File: src/rtl/fpu_add_seq_pkg.sv
// Shared definitions for the sequential single-precision adder.
// Holds the IEEE-754 constants, the field widths used by every pipeline
// step, and the FSM state encoding. Imported by fpu_add_seq and fp_lzc.
package fpu_add_seq_pkg;

  localparam int EXP_BIAS = 127;
  localparam int EXP_MAX  = 2 * EXP_BIAS + 1;   // all-ones biased exponent

  localparam logic [31:0] QNAN    = 32'h7FC0_0000;
  localparam logic [31:0] POS_INF = 32'h7F80_0000;

  localparam int EXP_W   = 8;    // biased exponent
  localparam int FRAC_W  = 23;   // stored fraction
  localparam int MANT_W  = 24;   // fraction plus hidden bit
  localparam int ALIGN_W = 27;   // mantissa + guard + round + sticky
  localparam int SUM_W   = 28;   // aligned field plus carry-out
  localparam int LZC_W   = 5;    // enough to count 0..28
  localparam int NEXP_W  = 10;   // two's complement exponent during normalise

  typedef enum logic [2:0] {
    IDLE   = 3'd0,
    UNPACK = 3'd1,
    ALIGN  = 3'd2,
    ADD    = 3'd3,
    NORM   = 3'd4,
    PACK   = 3'd5
  } state_t;

endpackage

File: src/rtl/fpu_add_seq_lzc.sv
// fp_lzc: purely combinational leading-zero counter for the 28-bit sum.
// Ports:
//   value  in  28  magnitude from the add step (bit 27 is the carry-out)
//   count  out 5   number of zeros above the most significant one; 28 when
//                  value is all zeros
module fp_lzc
  import fpu_add_seq_pkg::*;
(
  input  logic [SUM_W-1:0] value,
  output logic [LZC_W-1:0] count
);

  // Scanning upward lets the highest set bit make the final assignment.
  always_comb begin
    count = LZC_W'(SUM_W);
    for (int i = 0; i < SUM_W; i++) begin
      if (value[i]) count = LZC_W'(SUM_W - 1 - i);
    end
  end

endmodule

File: src/rtl/fpu_add_seq.sv
// fpu_add_seq: multi-cycle IEEE-754 single-precision adder/subtractor.
// One operation walks IDLE -> UNPACK -> ALIGN -> ADD -> NORM -> PACK -> IDLE;
// done is asserted in the PACK cycle, five cycles after the accepted start.
// Rounding: define FPU_ADD_RNE_EN for round-to-nearest-even, otherwise the
// result is truncated toward zero.
// Ports:
//   clk     in  1   rising-edge clock
//   reset   in  1   synchronous, active-low
//   start   in  1   request; accepted only while idle
//   op      in  1   0 = a+b, 1 = a-b
//   a, b    in  32  operands, captured on the accepted start edge
//   busy    out 1   high in UNPACK..NORM
//   done    out 1   one-cycle pulse in PACK; result/flags valid
//   result  out 32  packed sum, held between operations
//   flags   out 4   {N, Z, I(invalid), V(overflow)}, held between operations
// Handshake: start is sampled on a rising edge only when busy and done are
// both low; any start seen in another cycle is dropped, not queued.
module fpu_add_seq
  import fpu_add_seq_pkg::*;
(
  input  logic        clk,
  input  logic        reset,
  input  logic        start,
  input  logic        op,
  input  logic [31:0] a,
  input  logic [31:0] b,
  output logic        busy,
  output logic        done,
  output logic [31:0] result,
  output logic [3:0]  flags
);

  // ------------------------------------------------------------ control FSM
  state_t state, state_nxt;
  logic   accept;

  assign accept = reset && (state == IDLE) && start;

  always_ff @(posedge clk) begin
    if (!reset) state <= IDLE;
    else        state <= state_nxt;
  end

  always_comb begin
    state_nxt = state;
    case (state)
      IDLE:    if (start) state_nxt = UNPACK;
      UNPACK:  state_nxt = ALIGN;
      ALIGN:   state_nxt = ADD;
      ADD:     state_nxt = NORM;
      NORM:    state_nxt = PACK;
      PACK:    state_nxt = IDLE;
      default: state_nxt = IDLE;
    endcase
  end

  assign busy = (state == UNPACK) || (state == ALIGN) ||
                (state == ADD)    || (state == NORM);
  assign done = (state == PACK);

  // ------------------------------------------------------- captured operands
  logic [31:0] op_a, op_b;
  logic        op_sub;

  // ------------------------------------------------------------ UNPACK step
  logic              sign_b_eff;
  logic              a_exp_zero, b_exp_zero, a_exp_max, b_exp_max;
  logic              a_nan, b_nan, a_inf, b_inf;
  logic [MANT_W-1:0] mant_a, mant_b;
  logic              spec, spec_nxt;
  logic [31:0]       spec_res, spec_res_nxt;
  logic [3:0]        spec_flg, spec_flg_nxt;

  assign sign_b_eff = op_b[31] ^ op_sub;
  assign a_exp_zero = (op_a[30:23] == '0);
  assign b_exp_zero = (op_b[30:23] == '0);
  assign a_exp_max  = (op_a[30:23] == EXP_W'(EXP_MAX));
  assign b_exp_max  = (op_b[30:23] == EXP_W'(EXP_MAX));
  assign a_nan      = a_exp_max && (op_a[22:0] != '0);
  assign b_nan      = b_exp_max && (op_b[22:0] != '0);
  assign a_inf      = a_exp_max && (op_a[22:0] == '0);
  assign b_inf      = b_exp_max && (op_b[22:0] == '0);

  // Denormals become signed zero: exponent is already 0, mantissa cleared.
  assign mant_a = a_exp_zero ? '0 : {1'b1, op_a[FRAC_W-1:0]};
  assign mant_b = b_exp_zero ? '0 : {1'b1, op_b[FRAC_W-1:0]};

  always_comb begin
    spec_nxt     = 1'b1;
    spec_res_nxt = QNAN;
    spec_flg_nxt = 4'b0010;
    if (a_nan || b_nan) begin
      spec_nxt = 1'b1;
    end else if (a_inf && b_inf && (op_a[31] != sign_b_eff)) begin
      spec_nxt = 1'b1;
    end else if (a_inf) begin
      spec_res_nxt = POS_INF | {op_a[31], 31'd0};
      spec_flg_nxt = {op_a[31], 3'b000};
    end else if (b_inf) begin
      spec_res_nxt = POS_INF | {sign_b_eff, 31'd0};
      spec_flg_nxt = {sign_b_eff, 3'b000};
    end else begin
      spec_nxt = 1'b0;
    end
  end

  logic              u_sign_a, u_sign_b;
  logic [EXP_W-1:0]  u_exp_a, u_exp_b;
  logic [MANT_W-1:0] u_mant_a, u_mant_b;

  // ------------------------------------------------------------- ALIGN step
  logic                 swap;
  logic                 sign_l, sign_s;
  logic [EXP_W-1:0]     exp_l, exp_s, exp_diff;
  logic [MANT_W-1:0]    mant_l, mant_s;
  logic [LZC_W-1:0]     shamt;
  logic [2*ALIGN_W-1:0] shift_full;
  logic [ALIGN_W-1:0]   small_al;

  assign swap = {u_exp_b, u_mant_b} > {u_exp_a, u_mant_a};

  always_comb begin
    if (swap) begin
      sign_l = u_sign_b; exp_l = u_exp_b; mant_l = u_mant_b;
      sign_s = u_sign_a; exp_s = u_exp_a; mant_s = u_mant_a;
    end else begin
      sign_l = u_sign_a; exp_l = u_exp_a; mant_l = u_mant_a;
      sign_s = u_sign_b; exp_s = u_exp_b; mant_s = u_mant_b;
    end
  end

  assign exp_diff = exp_l - exp_s;
  // Past 27 positions the smaller operand can only ever reach sticky.
  assign shamt    = (exp_diff >= EXP_W'(ALIGN_W)) ? LZC_W'(ALIGN_W)
                                                  : exp_diff[LZC_W-1:0];
  // The lower half of the double-width shift catches every bit pushed out.
  assign shift_full = {mant_s, 3'b000, {ALIGN_W{1'b0}}} >> shamt;
  assign small_al   = {shift_full[2*ALIGN_W-1:ALIGN_W+1],
                       shift_full[ALIGN_W] | (|shift_full[ALIGN_W-1:0])};

  logic               al_sign, al_sub;
  logic [EXP_W-1:0]   al_exp;
  logic [ALIGN_W-1:0] al_large, al_small;

  // --------------------------------------------------------------- ADD step
  logic [SUM_W-1:0] sum;
  logic [SUM_W-1:0] ad_sum;

  // The swap guarantees large >= small, so subtraction never goes negative.
  assign sum = al_sub ? ({1'b0, al_large} - {1'b0, al_small})
                      : ({1'b0, al_large} + {1'b0, al_small});

  // -------------------------------------------------------------- NORM step
  logic [LZC_W-1:0]   lz_count, lshift;
  logic [ALIGN_W-1:0] norm_m;
  logic [NEXP_W-1:0]  norm_e;

  fp_lzc u_lzc (
    .value (ad_sum),
    .count (lz_count)
  );

  // Bit 27 clear means lz_count >= 1; the leading one belongs at bit 26.
  assign lshift = lz_count - LZC_W'(1);

  always_comb begin
    if (ad_sum[SUM_W-1]) begin
      norm_m = {ad_sum[SUM_W-1:2], ad_sum[1] | ad_sum[0]};
      norm_e = {2'b00, al_exp} + NEXP_W'(1);
    end else begin
      norm_m = ad_sum[ALIGN_W-1:0] << lshift;
      norm_e = {2'b00, al_exp} - {{(NEXP_W-LZC_W){1'b0}}, lshift};
    end
  end

  logic [ALIGN_W-1:0] nm_mant;
  logic [NEXP_W-1:0]  nm_exp;
  logic               nm_zero;

  // -------------------------------------------------------------- PACK step
  logic [MANT_W-1:0] pk_mant;
  logic [NEXP_W-1:0] pk_exp;
  logic              pk_ovf, pk_unf;
  logic [31:0]       pk_result;
  logic [3:0]        pk_flags;

`ifdef FPU_ADD_RNE_EN
  logic              rnd_inc;
  logic [MANT_W:0]   rounded;

  assign rnd_inc = nm_mant[2] & (nm_mant[1] | nm_mant[0] | nm_mant[3]);
  assign rounded = {1'b0, nm_mant[ALIGN_W-1:3]} + {{MANT_W{1'b0}}, rnd_inc};

  // A carry out of rounding leaves 1.000..0, so only the exponent moves.
  always_comb begin
    if (rounded[MANT_W]) begin
      pk_mant = rounded[MANT_W:1];
      pk_exp  = nm_exp + NEXP_W'(1);
    end else begin
      pk_mant = rounded[MANT_W-1:0];
      pk_exp  = nm_exp;
    end
  end
`else
  logic unused_grs;

  assign unused_grs = ^nm_mant[2:0];
  assign pk_mant    = nm_mant[ALIGN_W-1:3];
  assign pk_exp     = nm_exp;
`endif

  assign pk_ovf = !pk_exp[NEXP_W-1] && (pk_exp >= NEXP_W'(EXP_MAX));
  assign pk_unf = pk_exp[NEXP_W-1] || (pk_exp == '0);

  always_comb begin
    pk_result = 32'd0;
    pk_flags  = 4'b0100;
    if (spec) begin
      pk_result = spec_res;
      pk_flags  = spec_flg;
    end else if (nm_zero || pk_unf) begin
      pk_result = 32'd0;
      pk_flags  = 4'b0100;
    end else if (pk_ovf) begin
      pk_result = POS_INF | {al_sign, 31'd0};
      pk_flags  = {al_sign, 3'b001};
    end else begin
      pk_result = {al_sign, pk_exp[EXP_W-1:0], pk_mant[FRAC_W-1:0]};
      pk_flags  = {al_sign, 3'b000};
    end
  end

  // --------------------------------------------------------- datapath regs
  // Each step's registers are written only in that step's state and stay
  // stable until the next operation, so later steps read them directly.
  always_ff @(posedge clk) begin
    if (accept) begin
      op_a   <= a;
      op_b   <= b;
      op_sub <= op;
    end
    case (state)
      UNPACK: begin
        u_sign_a <= op_a[31];
        u_sign_b <= sign_b_eff;
        u_exp_a  <= op_a[30:23];
        u_exp_b  <= op_b[30:23];
        u_mant_a <= mant_a;
        u_mant_b <= mant_b;
        spec     <= spec_nxt;
        spec_res <= spec_res_nxt;
        spec_flg <= spec_flg_nxt;
      end
      ALIGN: begin
        al_sign  <= sign_l;
        al_sub   <= sign_l ^ sign_s;
        al_exp   <= exp_l;
        al_large <= {mant_l, 3'b000};
        al_small <= small_al;
      end
      ADD: begin
        ad_sum <= sum;
      end
      NORM: begin
        nm_mant <= norm_m;
        nm_exp  <= norm_e;
        nm_zero <= (ad_sum == '0);
      end
      default: ;
    endcase
  end

  // ----------------------------------------------------------- output regs
  logic [31:0] result_q;
  logic [3:0]  flags_q;

  always_ff @(posedge clk) begin
    if (!reset) begin
      result_q <= 32'd0;
      flags_q  <= 4'b0000;
    end else if (state == PACK) begin
      result_q <= pk_result;
      flags_q  <= pk_flags;
    end
  end

  // The fresh value is shown in the done cycle itself and held afterwards.
  assign result = (state == PACK) ? pk_result : result_q;
  assign flags  = (state == PACK) ? pk_flags  : flags_q;

endmodule

File: config.mk
export PLATFORM = sky130hd
export DESIGN_NAME = fpu_add_seq
export DESIGN_NICKNAME = d
export VERILOG_FILES = /design/src/rtl/fpu_add_seq_pkg.sv /design/src/rtl/fpu_add_seq_lzc.sv /design/src/rtl/fpu_add_seq.sv
export SDC_FILE = /design/constraint.sdc
export NUM_CORES = 1
export LEC_CHECK = 0
export CORE_MARGIN = 2
export CORE_UTILIZATION = 60
export CTS_BUF_LIST = sky130_fd_sc_hd__clkbuf_2 sky130_fd_sc_hd__clkbuf_4 sky130_fd_sc_hd__clkbuf_8
export DETAILED_ROUTE_END_ITERATION = 6
export PLACE_DENSITY = 0.8
export SLEW_MARGIN = 10
export SYNTH_ARGS = -nofsm -noshare
export SYNTH_HDL_FRONTEND = slang
export SYNTH_HIERARCHICAL = 1
export SYNTH_SLANG_ARGS = --single-unit
File: constraint.sdc
create_clock -name clk -period 9.57 [get_ports clk]
set_clock_uncertainty 0.2 [all_clocks]
set_input_delay 1.914 -clock clk [delete_from_list [all_inputs] [get_ports clk]]
set_output_delay 1.914 -clock clk [all_outputs]
set_load 0.02 [all_outputs]
Word level (Yosys, flattened, before mapping). Index checks and enable logic that the tools add are counted.

Add/subtract/negate cells: 6. Magnitude comparators: 3. Eq/ne operators: 9. Shift-type cells: 2. Mux-type cells: 55. Bitwise operators: 4. Reductions and logical operators: 28.

Operator list (count): $mux W32 (5); $mux W24 (4); $mux W5 (17); $shr A54 B5 Y54 (1); $mux W4 (13); $logic_not A23 Y1 (2); $reduce_bool A23 Y1 (2); $gt A32 B32 Y1 (1); $mux W31 (1); $add A27 B27 Y28 (1); $logic_not A28 Y1 (1); $mux W28 (1); $sub A27 B27 Y28 (1); $reduce_or A27 Y1 (1); $shl A27 B5 Y26 (1); $mux W26 (1); $eq A8 B8 Y1 const B (2); $logic_not A8 Y1 (2); $mux W8 (2); $mux W3 (5); $pmux W3 S5 (1); $ge A10 B8 Y1 const B (1); $logic_not A10 Y1 (1); $mux W10 (1); 19 further kinds (39).

Register bits after elaboration: 333. Input port bits: 68.

Longest topological paths before layout. Gate-level depths: netlist of the first run.

Word-level depth: 31. Gate-level depth with buffers: 32. Depth with buffers taken out: 25.

Modules after synthesis. The synthesis of the first run kept the hierarchy.

By module, submodules not included: fpu_add_seq (instances 1, cells an instance 1760, area an instance 17857.1 µm², seq. area each 8498.2 µm²); fp_lzc (instances 1, cells an instance 60, area an instance 336.6 µm², seq. area each 0.0 µm²).

Worst setup path before layout of the first run. No wires, ideal clock.

Kind: reg-to-reg. Start: register u_exp_a[1]. End: register al_small[0] (data pin). Library setup time: 0.263 ns. Arrival time: 6.952 ns. Required time: 9.107 ns. Path slack: 2.155 ns. Stages on the path, launching flop included: 31. Period minus slack after synthesis: 7.415 ns. Cells stage by stage: edfxtp_1 clkbuf_1 inv_1 ha_1 a21oi_1 o21a_1 o21ai_0 a21o_1 o21ai_1 buf_2 buf_1 buf_1 mux2i_1 ha_1 clkbuf_1 clkinv_1 nor2_1 nor2_1 nand2_1 o311ai_1 a211oi_1 a31oi_1 and3_4 buf_6 mux2_4 a221o_1 nor3_2 a31oi_1 a2111o_1 or4_1 a2111o_1.

Longest elaborated chain between the ends: 8.

RTL lines: start: declaration (line fpu_add_seq.sv:108) `logic [EXP_W-1:0] u_exp_a, u_exp_b;`; start signal: assignment (line fpu_add_seq.sv:246) `u_exp_a <= op_a[30:23];`; $gt A32 B32 Y1 (line fpu_add_seq.sv:120) `assign swap = {u_exp_b, u_mant_b} > {u_exp_a, u_mant_a};`; $mux W8 (line fpu_add_seq.sv:123) `if (swap) begin`; $sub A8 B8 Y8 (line fpu_add_seq.sv:132) `assign exp_diff = exp_l - exp_s;`; $ge A8 B5 Y1 (line fpu_add_seq.sv:134) `assign shamt = (exp_diff >= EXP_W'(ALIGN_W)) ? LZC_W'(ALIGN_W)`; $mux W5 (line fpu_add_seq.sv:134); $shr A54 B5 Y54 * (line fpu_add_seq.sv:137) `assign shift_full = {mant_s, 3'b000, {ALIGN_W{1'b0}}} >> shamt;`; $reduce_or A27 Y1 (line fpu_add_seq.sv:139) `shift_full[ALIGN_W] | (|shift_full[ALIGN_W-1:0])};`; $or A1 B1 Y1 * (line fpu_add_seq.sv:139); via small_al[0] (line fpu_add_seq.sv:118) `logic [ALIGN_W-1:0] small_al;`; end signal: assignment (line fpu_add_seq.sv:259) `al_small <= small_al;`; end: declaration (line fpu_add_seq.sv:143) `logic [ALIGN_W-1:0] al_large, al_small;`.

The timed path passes the listed nets; every way through them passes the cells marked *. A chain may end at the register's enable or synchronous reset.

Final worst setup path of the first run.
Start: register u_exp_b[0]. End: register al_small[0] (data pin).

Longest elaborated chain between the ends: 8.

RTL lines: start: declaration (line fpu_add_seq.sv:108); start signal: assignment (line fpu_add_seq.sv:247) `u_exp_b <= op_b[30:23];`; $gt A32 B32 Y1 (line fpu_add_seq.sv:120); $mux W8 (line fpu_add_seq.sv:123); $sub A8 B8 Y8 (line fpu_add_seq.sv:132); $ge A8 B5 Y1 (line fpu_add_seq.sv:134); $mux W5 (line fpu_add_seq.sv:134); $shr A54 B5 Y54 * (line fpu_add_seq.sv:137); $reduce_or A27 Y1 (line fpu_add_seq.sv:139); $or A1 B1 Y1 * (line fpu_add_seq.sv:139); via small_al[0] (line fpu_add_seq.sv:118).

Marked as above.

==> flow_metrics.tcl, run 1 <==
set metrics [dict create \
    rr_worst_depth 24 \
    worst_slew_pin_slew_ns 1.192 \
    post-route-min-period_ns 8.174 \
    vias_per_cell 6.191 \
    clkLatencyLatePin_ns 0.57 \
    initial_utilization_pct 61.22 \
    overflow 0 \
    ys_top_cells_by_count "edfxtp_1 (257), nand2_1 (165), nor2_1 (148)" \
    total_leakage_power_nw 7.657 \
    drtAntennaViolNets 0 \
    cts.repair.resized 0 \
    ys_types 93 \
    rsz0062_at_grt "no" \
    critPathCaptureType "register" \
    cts_tree "yes" \
    syn2layout_area_growth_pct 12.32 \
    regToRegSetupSlack_ns 1.40 \
    design_area_sq_um 20430 \
    ff_latch_area_sq_um 8498 \
    crit_type "register to register" \
    fp-row-count 63 \
    drt_drc_violations_left 0 \
    hold_class "register to register" \
    grt_max_degree 70 \
    clockBufferDepth 3 \
    syn_inst 1820 \
    grt_busiest_layer "met2" \
    synth_area_sq_um 18190 \
    die_w_um 178.1 \
    worstReg2RegStart "u_exp_b[0]" \
    clockRootBuffer "clkbuf_8" \
    power.internal_w 0.002471 \
    ctsHoldBuffers 0 \
    avgSynthCellArea_sq_um 9.997 \
    dp_hpwl_um 34030 \
    crit_top_cell "nor2_1" \
    start_kind "register" \
    p_clk_share_pct 28.1 \
    hp-start "op_a[27]" \
    syn_nets 1979 \
    hold_path_end "u_exp_a[4]" \
    p_switching_w 0.001206 \
    cts_setup_buffers 0 \
    antennaDiodeCount 0 \
    async_reset_ff_share_pct 0 \
    relSlewSlack_pct 20.29 \
    drt_first_iter_violations 1489 \
    gp_congestion 0.9975 \
    ir_drop_uv 177.4 \
    slowest_delay_ns 0.83 \
    cts.sinks 296 \
    min_path_cells 0 \
    grt_pass1_vias 13713 \
    grtUsageMet1_pct 36.92 \
    period_share_pct 85.41 \
    placed_cells 2241 \
    p_per_area_nw_per_um2 180.0 \
    synth_edf_count 257 \
    antenna_found_initial 1 \
    maxCapViolCount 0 \
    setup_viol 0 \
    hold_viol_final 0 \
    fin_nets 2059 \
    finalMaxSlewViolations 0 \
    clkSlewWorstSetupHoldPaths_ns 0.06 \
    grt_pass1_wl_um 71210 \
    grt_util_met2_pct 49.32 \
    num_vias 14394 \
    wl_per_cell_um 19.54 \
    met3_usage_pct 3.623 \
    synth_top_cell_by_area "edfxtp_1" \
    worstPathRequired_ns 9.65 \
    cp_slowest_cell "ha_1" \
    multi_input_area_sq_um 8939 \
    numCtsBuffers 47 \
    yosysMostFrequentCell "edfxtp_1" \
    io_buffer_count 105 \
    io_pins 106 \
    yosys_warnings 6 \
    timing.fmax_mhz 122.3 \
    synth_seq_cells 296 \
    synth_top_area_share_pct 42.42 \
    firstDrtPassIters 7 \
    critPathArrivalTime_ns 8.26 \
    ys.flop_type "edfxtp_1" \
    status "finished, final reports clean" \
    r2r_end "al_small[0]" \
    n_fill_cell 2224 \
    power.share.sequential_pct 42.8 \
    combPwrFrac_pct 29.1 \
    critPathMaxFanout 25 \
    totalWireLength_um 45430 \
    synth_area_leaders "edfxtp_1 (42%), ha_1 (6.1%), dfxtp_1 (4.3%), a21oi_1 (3.4%), nand2_1 (3.4%)" \
    ctsHtreeMaxLevel 2 \
    seq_area_frac_synth_pct 46.71 \
    die_height_um 178.1 \
    stdcell_count 2325 \
    path_cells "ha_1, nand2_1, nor3_4, nand3_2, a31oi_4, o21ai_4, mux2i_1, ha_1, clkinv_1, nor2_1, nor2_1, nand2_1, o311ai_1, a211oi_1, a31oi_1, nand3_1, buf_4, nor2_1, a221o_1, nor3_2, a31oi_1, a2111o_1, or4_1, a2111o_1" \
    p_sw_share_pct 32.80 \
    die_area_sq_um 31730 \
    grt_usage_pct 28.54 \
    setup_tns_ns 0 \
    core-area_sq_um 29720 \
    postPlaceCellArea_sq_um 19530 \
    drive_above_1_share_pct 8.786 \
]
## worst max-delay path: cells and delay by family, from the launching register on
kind | cells | cell delay (ns)
multiplexers | 1 | 0.12
AO/OA/AOI/OAI | 9 | 2.62
adder cells (fa/ha/maj) | 2 | 1.49
flip-flops | 1 | 0.42
buffers and inverters | 2 | 0.70
AND/OR/NAND/NOR | 10 | 2.35
## kinds of logic (layout without fill, tap and decap cells)
| group | count (synthesis) | in the layout | share of synthesized area, % |
|---|---|---|---|
| buffers and inverters | 203 | 318 | 4.374 |
| muxes | 92 | 92 | 5.873 |
| AOI/OAI and AO/OA | 486 | 486 | 18.02 |
| DFF | 296 | 296 | 46.71 |
| adders and majority gates | 91 | 91 | 6.341 |
| xor gates and xnor gates | 48 | 48 | 2.311 |
| and+or+nand+nor | 604 | 604 | 16.37 |
## area by class of cell
cell class	count	share of cell area [%]
inverters	110	2.021
clock inverters	14	0.3490
flip-flops and latches	296	41.59
repair buffers	124	5.841
multi-input cells	1321	43.74
clock buffers	70	4.072
well taps	390	2.388
## routing by layer
| layer | wire length, um | vias up | share of wire [%] |
|---|---|---|---|
| met2 | 22260 | 494 | 49 |
| met4 | 1474 | 2 | 3.2 |
| li1 | - | 6930 | - |
| met1 | 19160 | 6872 | 42 |
| met5 | 15 | - | 0.033 |
| met3 | 2513 | 96 | 5.5 |
## metrics by stage
step / total power, W / utilization (%) / hold WS, ns / setup WS [ns]
finish: 0.003677 / 68.76 / 0.2821 / 1.396
global route: 0.003860 / 68.76 / 0.2965 / 0.7914
CTS: 0.003681 / 68.76 / 0.2831 / 1.517
detailed placement: 0.002645 / 65.72 / 0.2674 / 1.544
global placement: 0.002628 / 65.72 / 0.2530 / 1.733
floorplan: 0.002363 / - / 0.2443 / 2.155
## registers in the layout (all words and copies together) (netlist names), 4 cells and up
register,count
op_a,32
ad_sum,28
al_large,24
u_mant_b,24
al_exp,8
nm_exp,10
u_exp_a,8
u_exp_b,8
op_b,32
al_small,27
u_mant_a,24
nm_mant,23
result_q,32
flags_q,4
## cell usage in the layout (no fill, tap or decap), types with 20 or more instances in the layout
master           netlist  routed
clkbuf_4               0      21
edfxtp_1             257     257
nand2_1              165     165
ha_1                  89      89
nand3_1               35      35
o211ai_1              23      23
clkbuf_8               0      49
clkdlybuf4s50_1        0     105
mux2i_1               55      55
nor4_1                33      33
a211oi_1              20      20
dfxtp_1               39      39
a21oi_1              125     124
a22o_1                39      39
and2_1                88      88
o21ai_0              107     107
nor2_1               148     148
inv_1                108     108
nor3_1                41      40
mux2_2                26      26
xnor2_1               28      28
## power groups by stage
| stage | clock network [W] | logic [W] | registers, W |
|---|---|---|---|
| floorplan | 0 | 0.000778 | 0.00158 |
| global placement | 0 | 0.00103 | 0.00159 |
| detailed placement | 0 | 0.00105 | 0.00160 |
| CTS | 0.00106 | 0.00105 | 0.00157 |
| global route | 0.00111 | 0.00117 | 0.00158 |
| finish | 0.00103 | 0.00107 | 0.00157 |
## worst max path at each step
stage	slack [ns]	from	depth (start not counted)	to
CTS	1.52	u_exp_b[0]	24	al_small[0]
global route	0.79	u_exp_a[0]	24	al_small[0]
finish	1.40	u_exp_b[0]	24	al_small[0]
detailed placement	1.54	u_exp_b[0]	24	al_small[0]
floorplan	2.16	u_exp_a[1]	30	al_small[0]
global placement	1.73	u_exp_b[0]	24	al_small[0]
Note: power is estimated with default switching activity, not from simulation.
==> inputs of run 2 (changes only) <==
--- a/config.mk
+++ b/config.mk
@@ -8,10 +8,10 @@
 export CORE_MARGIN = 2
 export CORE_UTILIZATION = 60
 export CTS_BUF_LIST = sky130_fd_sc_hd__clkbuf_2 sky130_fd_sc_hd__clkbuf_4 sky130_fd_sc_hd__clkbuf_8
+export CTS_CLUSTER_DIAMETER = 120
 export DETAILED_ROUTE_END_ITERATION = 6
 export PLACE_DENSITY = 0.8
 export SLEW_MARGIN = 10
 export SYNTH_ARGS = -nofsm -noshare
 export SYNTH_HDL_FRONTEND = slang
-export SYNTH_HIERARCHICAL = 1
 export SYNTH_SLANG_ARGS = --single-unit
==> flow_metrics.tcl, run 2 <==
set metrics [dict create \
    ys_types 96 \
    start_kind "register" \
    path_delay_family "simple AND/OR/NAND/NOR gates" \
    p_per_area_nw_per_um2 182.2 \
    ir_drop_uv 173.8 \
    post-route-min-period_ns 8.177 \
    period_share_pct 85.44 \
    mostFrequentLayoutCells "edfxtp_1 (257), nand2_1 (165), a21oi_1 (128), o21ai_0 (128), nor2_1 (116)" \
    worst-path-buf-inv 4 \
    stdcell_count 2317 \
    layout.cells.most_common "edfxtp_1" \
    yosys_warnings 0 \
    violations "design-rule violations" \
    drt_first_iter_violations 1415 \
    ctsHoldBuffers 0 \
    multi_input_area_sq_um 8976 \
    timing.critical_path.from "u_exp_a[0]" \
    firstDrtPassIters 7 \
    reg_top3 "op_a (32), op_b (32), result_q (32)" \
    total_power_w 0.003755 \
    cp_slowest_cell "ha_1" \
    wl_per_cell_um 21.23 \
    path_cells "inv_1, ha_1, nand4_1, or4_4, nor3_4, nor2_2, a2111oi_4, a21oi_1, ha_1, inv_2, nor2_1, nor4bb_1, o21ai_0, nand3_1, nor4_1, o32ai_2, buf_4, nand3_1, buf_4, mux2i_1, and4_1, o2111ai_1, nor4_1, o211ai_1" \
    die_area_sq_um 31870 \
    hp-start "flags_q[2]" \
    setup_viol 0 \
    worst_slew_pin_slew_ns 1.210 \
    critPathArrivalTime_ns 8.28 \
    rsz0062_at_grt "no" \
    synth_area_sq_um 18270 \
    cts.repair.resized 0 \
    worstReg2RegStart "u_exp_a[0]" \
    slowest_delay_ns 0.75 \
    maxCapViolCount 0 \
    initial_utilization_pct 61.33 \
    syn2layout_area_growth_pct 12.76 \
    finalMaxSlewViolations 0 \
    numCtsBuffers 48 \
    gp_congestion 0.9852 \
    grt_usage_pct 30.77 \
    hold_path_end "flags_q[2]" \
    r2r_end "al_small[0]" \
    worstSetupPathDepth 24 \
    clkSlewWorstSetupHoldPaths_ns 0.07 \
    die_height_um 178.5 \
    hold-worst-slack_ns 0.2718 \
    syn_inst 1814 \
    synth.area.mux_share_pct 4.937 \
    io_buffer_count 105 \
    num_vias 14969 \
    avgSynthCellArea_sq_um 10.07 \
    dp_hpwl_um 36220 \
    ys_top_cells_by_count "edfxtp_1 (257), nand2_1 (165), a21oi_1 (128), o21ai_0 (128), nor2_1 (116)" \
    drive_above_1_share_pct 8.822 \
    synth_seq_cells 296 \
    cts_tree "yes" \
    ys.flop_type "edfxtp_1" \
    die_w_um 178.5 \
    relSlewSlack_pct 18.90 \
    placed_cells 2228 \
    synth_fa_ha_area_share_pct 6.244 \
    cts_setup_buffers 0 \
    critPathMaxFanout 29 \
    ff_latch_area_sq_um 8498 \
    synth_top_area_share_pct 42.23 \
    clockBufferDepth 3 \
    regToRegSetupSlack_ns 1.39 \
    hold_class "register to register" \
    grt_pass1_wl_um 76370 \
    rr_worst_depth 24 \
    io_pins 106 \
    total_leakage_power_nw 7.702 \
    antennaDiodeCount 0 \
    grt_pass1_vias 14124 \
    fp-row-count 63 \
    ctsHtreeMaxLevel 2 \
    drt_drc_violations_left 13 \
    grt_max_degree 80 \
    clkLatencyLatePin_ns 0.58 \
    status "finished with violations" \
    synth_top_cell_by_area "edfxtp_1" \
    n_fill_cell 2222 \
    timing.fmax_mhz 122.3 \
    cts.sinks 296 \
    totalWireLength_um 49200 \
    synth_edf_count 257 \
    fin_nets 2046 \
    seq_area_frac_synth_pct 46.50 \
    core-area_sq_um 29800 \
    synth-compound-area-share_pct 19.54 \
    worstPathRequired_ns 9.67 \
    crit_type "register to register" \
    drtAntennaViolNets 0 \
    hold_viol_final 0 \
    antenna_found_initial 2 \
    synth-xor-area-share_pct 2.061 \
    vias_per_cell 6.461 \
    min_path_cells 2 \
    synth_area_leaders "edfxtp_1 (42%), ha_1 (6.0%), dfxtp_1 (4.3%), a21oi_1 (3.5%), o21ai_0 (3.5%)" \
    overflow 0 \
    synth_top_family_by_area "compound AO/OA/AOI/OAI gates" \
    syn_nets 1972 \
    setup_tns_ns 0 \
    clockRootBuffer "clkbuf_8" \
    critPathCaptureType "register" \
    async_reset_ff_share_pct 0 \
    yosysMostFrequentCell "edfxtp_1" \
    synth_simple_gate_area_share_pct 16.15 \
]
run 2: layer usage:
layer  track usage, %  vias to the layer above  share of wire (%)
met4            11.82                        0                3.8
met2            50.84                      756                 47
met1            40.59                     7108                 41
met5                0                        -                  0
met3            5.328                      128                7.8
li1                 -                     6977                  -
run 2: where the power goes:
group,internal (W),switching [W]
Clock,0.000677,0.000513
Sequential,0.00151,0.0000561
Combinational,0.000352,0.000642
run 2: cell type report:
cell class	instances	share of cell area (%)
Multi-Input combinational cell	1312	43.56
Sequential cell	296	41.24
Timing Repair Buffer	124	5.793
Clock buffer	67	4.050
Tap cell	390	2.368
Inverter	106	1.931
Clock inverter	22	1.057
run 2: worst min-delay path, stage by stage, from the launching register on:
cell	delay, ns
dfxtp_1	0.30
nand2_1	0.07
a21oi_1	0.06
run 2: worst max path at each step:
stage and end:
2_1_floorplan al_small[0], 3_3_place_gp al_small[0], 3_5_place_dp al_small[0], 4_1_cts al_small[0]
5_1_grt al_small[0], 6_report al_small[0]
run 2: logic make-up after synthesis:
group           after synthesis
flops                       296
fa+ha+maj                    90
simple gates                583
buf+inv                     206
compound gates              534
mux                          62
xor+xnor                     43
run 2: per-stage QoR:
stage	util [%]	area (sq um)	setup slack, ns
global route	69.16	20610	0.9113
floorplan	-	18270	2.971
CTS	69.16	20610	1.572
detailed placement	65.63	19550	1.613
finish	69.16	20610	1.393
global placement	65.63	19550	1.800
==> inputs of run 3 (changes only) <==
--- a/config.mk
+++ b/config.mk
@@ -11,6 +11,7 @@
 export CTS_CLUSTER_DIAMETER = 120
 export DETAILED_ROUTE_END_ITERATION = 6
 export PLACE_DENSITY = 0.8
+export SKIP_LAST_GASP = 1
 export SLEW_MARGIN = 10
 export SYNTH_ARGS = -nofsm -noshare
 export SYNTH_HDL_FRONTEND = slang
==> constraint.sdc (replaced) <==
create_clock -name clk -period 9.6 [get_ports clk]
set_clock_uncertainty 0.2 [all_clocks]
set_input_delay 1.92 -clock clk [delete_from_list [all_inputs] [get_ports clk]]
set_output_delay 1.92 -clock clk [all_outputs]
set_load 0.02 [all_outputs]
==> flow_metrics.tcl, run 3 (synthesis results as in run 2) <==
set metrics [dict create \
    io_buffer_count 105 \
    totalWireLength_um 49220 \
    clockRootBuffer "clkbuf_8" \
    core-area_sq_um 29800 \
    numCtsBuffers 49 \
    setup_tns_ns 0 \
    start_kind "register" \
    critPathCapture "al_small[0]" \
    clkLatencyLatePin_ns 0.60 \
    r2r_end "al_small[0]" \
    hold_viol_final 0 \
    fin_nets 2050 \
    cts.sinks 296 \
    cts_setup_buffers 0 \
    dp_hpwl_um 36410 \
    worst_slack_ns 1.446 \
    worst_slew_pin_slew_ns 1.059 \
    post-route-min-period_ns 8.154 \
    cts_tree "yes" \
    worstReg2RegStart "u_exp_a[0]" \
    clkSlewWorstSetupHoldPaths_ns 0.06 \
    ctsHtreeMaxLevel 2 \
    total_leakage_power_nw 7.718 \
    die_height_um 178.5 \
    maxCapViolCount 0 \
    finalMaxSlewViolations 0 \
    dr_wl_met2_um 23220 \
    rsz0062_at_grt "no" \
    period_share_pct 84.94 \
    io_pins 106 \
    critPathArrivalTime_ns 8.37 \
    antenna_found_initial 0 \
    vias_per_cell 6.405 \
    status "finished, final reports clean" \
    mostFrequentLayoutCells "edfxtp_1 (257), nand2_1 (165), a21oi_1 (128), o21ai_0 (128), nor2_1 (116)" \
    die_w_um 178.5 \
    gp_congestion 0.9777 \
    total_power_w 0.003677 \
    stdcell_count 2322 \
    wl_per_cell_um 21.20 \
    drive_above_1_share_pct 9.213 \
    placed_cells 2231 \
    postPlaceCellArea_sq_um 19580 \
    fp-row-count 63 \
    timing.fmax_mhz 122.6 \
    timing.critical_path.from "u_exp_a[0]" \
    design_area_sq_um 20590 \
    antennaDiodeCount 0 \
    critPathMaxFanout 29 \
    m1WireLength_um 20010 \
    ctsHoldBuffers 0 \
    drtAntennaViolNets 0 \
    clockBufferDepth 3 \
    initial_utilization_pct 61.33 \
    layout.cells.most_common "edfxtp_1" \
    relSlewSlack_pct 29.15 \
    drt_first_iter_violations 1629 \
    firstDrtPassIters 6 \
    hold_class "register to register" \
    grt_pass1_wl_um 76280 \
    top_layer "met4" \
    drt_drc_violations_left 0 \
    grt_pass1_vias 14028 \
    syn2layout_area_growth_pct 12.67 \
    worstPathRequired_ns 9.82 \
    overflow 0 \
    cts.repair.resized 0 \
    dpl_worst_slack_ns 1.607 \
    p_per_area_nw_per_um2 178.6 \
    setup_viol 0 \
    crit_type "register to register" \
    die_area_sq_um 31870 \
    critPathCaptureType "register" \
    ir_drop_uv 156.9 \
    reg_top3 "op_a (32), op_b (32), result_q (32)" \
    grt_max_degree 80 \
    dr_wl_met3_um 3892 \
    grt_usage_pct 30.98 \
    num_vias 14873 \
    regToRegSetupSlack_ns 1.45 \
    rr_worst_depth 24 \
]
-- run 3: area by class of cell --
type / instances / area (sq um)
Sequential cell: 296 / 8498
Multi-Input combinational cell: 1312 / 8976
Clock buffer: 72 / 897.1
Tap cell: 390 / 488.0
Timing Repair Buffer: 127 / 1216
Fill cell: 2244 / 9208
Clock inverter: 19 / 115.1
Inverter: 106 / 397.9
-- run 3: stage by stage --
| step | utilization, % | hold slack, ns |
|---|---|---|
| 2_1_floorplan | - | 0.2443 |
| 3_3_place_gp | 65.70 | 0.2560 |
| 3_5_place_dp | 65.70 | 0.2589 |
| 4_1_cts | 69.10 | 0.2674 |
| 5_1_grt | 69.10 | 0.2976 |
| 6_report | 69.10 | 0.2652 |
-- run 3: layer usage --
layer / vias to the layer above / global-route usage (%)
met5: - / 0
met4: 0 / 13.35
met1: 7098 / 40.89
met3: 136 / 5.968
met2: 664 / 50.00
li1: 6975 / -
-- run 3: worst min-delay path by stage --
stage,from,endpoint,cells after the start,slack (ns)
finish,flags_q[2],flags_q[2],2,0.27
global route,flags_q[2],flags_q[2],2,0.30
CTS,flags_q[2],flags_q[2],2,0.27
detailed placement,flags_q[2],flags_q[2],2,0.26
global placement,flags_q[2],flags_q[2],2,0.26
floorplan,flags_q[2],flags_q[2],2,0.24
-- run 3: worst max-delay path, cell delays in order, from the launching register on --
cell	delay [ns]
edfxtp_1	0.43
inv_1	0.09
ha_1	0.72
nand4_1	0.27
or4_4	0.60
nor3_4	0.18
nor2_2	0.12
a2111oi_4	0.46
a21oi_1	0.09
ha_1	0.67
inv_2	0.28
nor2_1	0.45
nor4bb_1	0.14
o21ai_0	0.24
nand3_1	0.11
nor4_1	0.36
o32ai_2	0.15
buf_4	0.25
nand3_1	0.75
nor3_1	0.14
a211oi_1	0.63
nor4b_2	0.12
o2111ai_1	0.25
nor4_1	0.09
o211ai_1	0.17
-- run 3: power breakdown --
part	switching [W]	total [W]	leakage [nW]	internal [W]
Clock	0.000517	0.00113	0.547	0.000609
Sequential	0.0000556	0.00157	2.68	0.00151
Combinational	0.000634	0.000985	4.49	0.000352
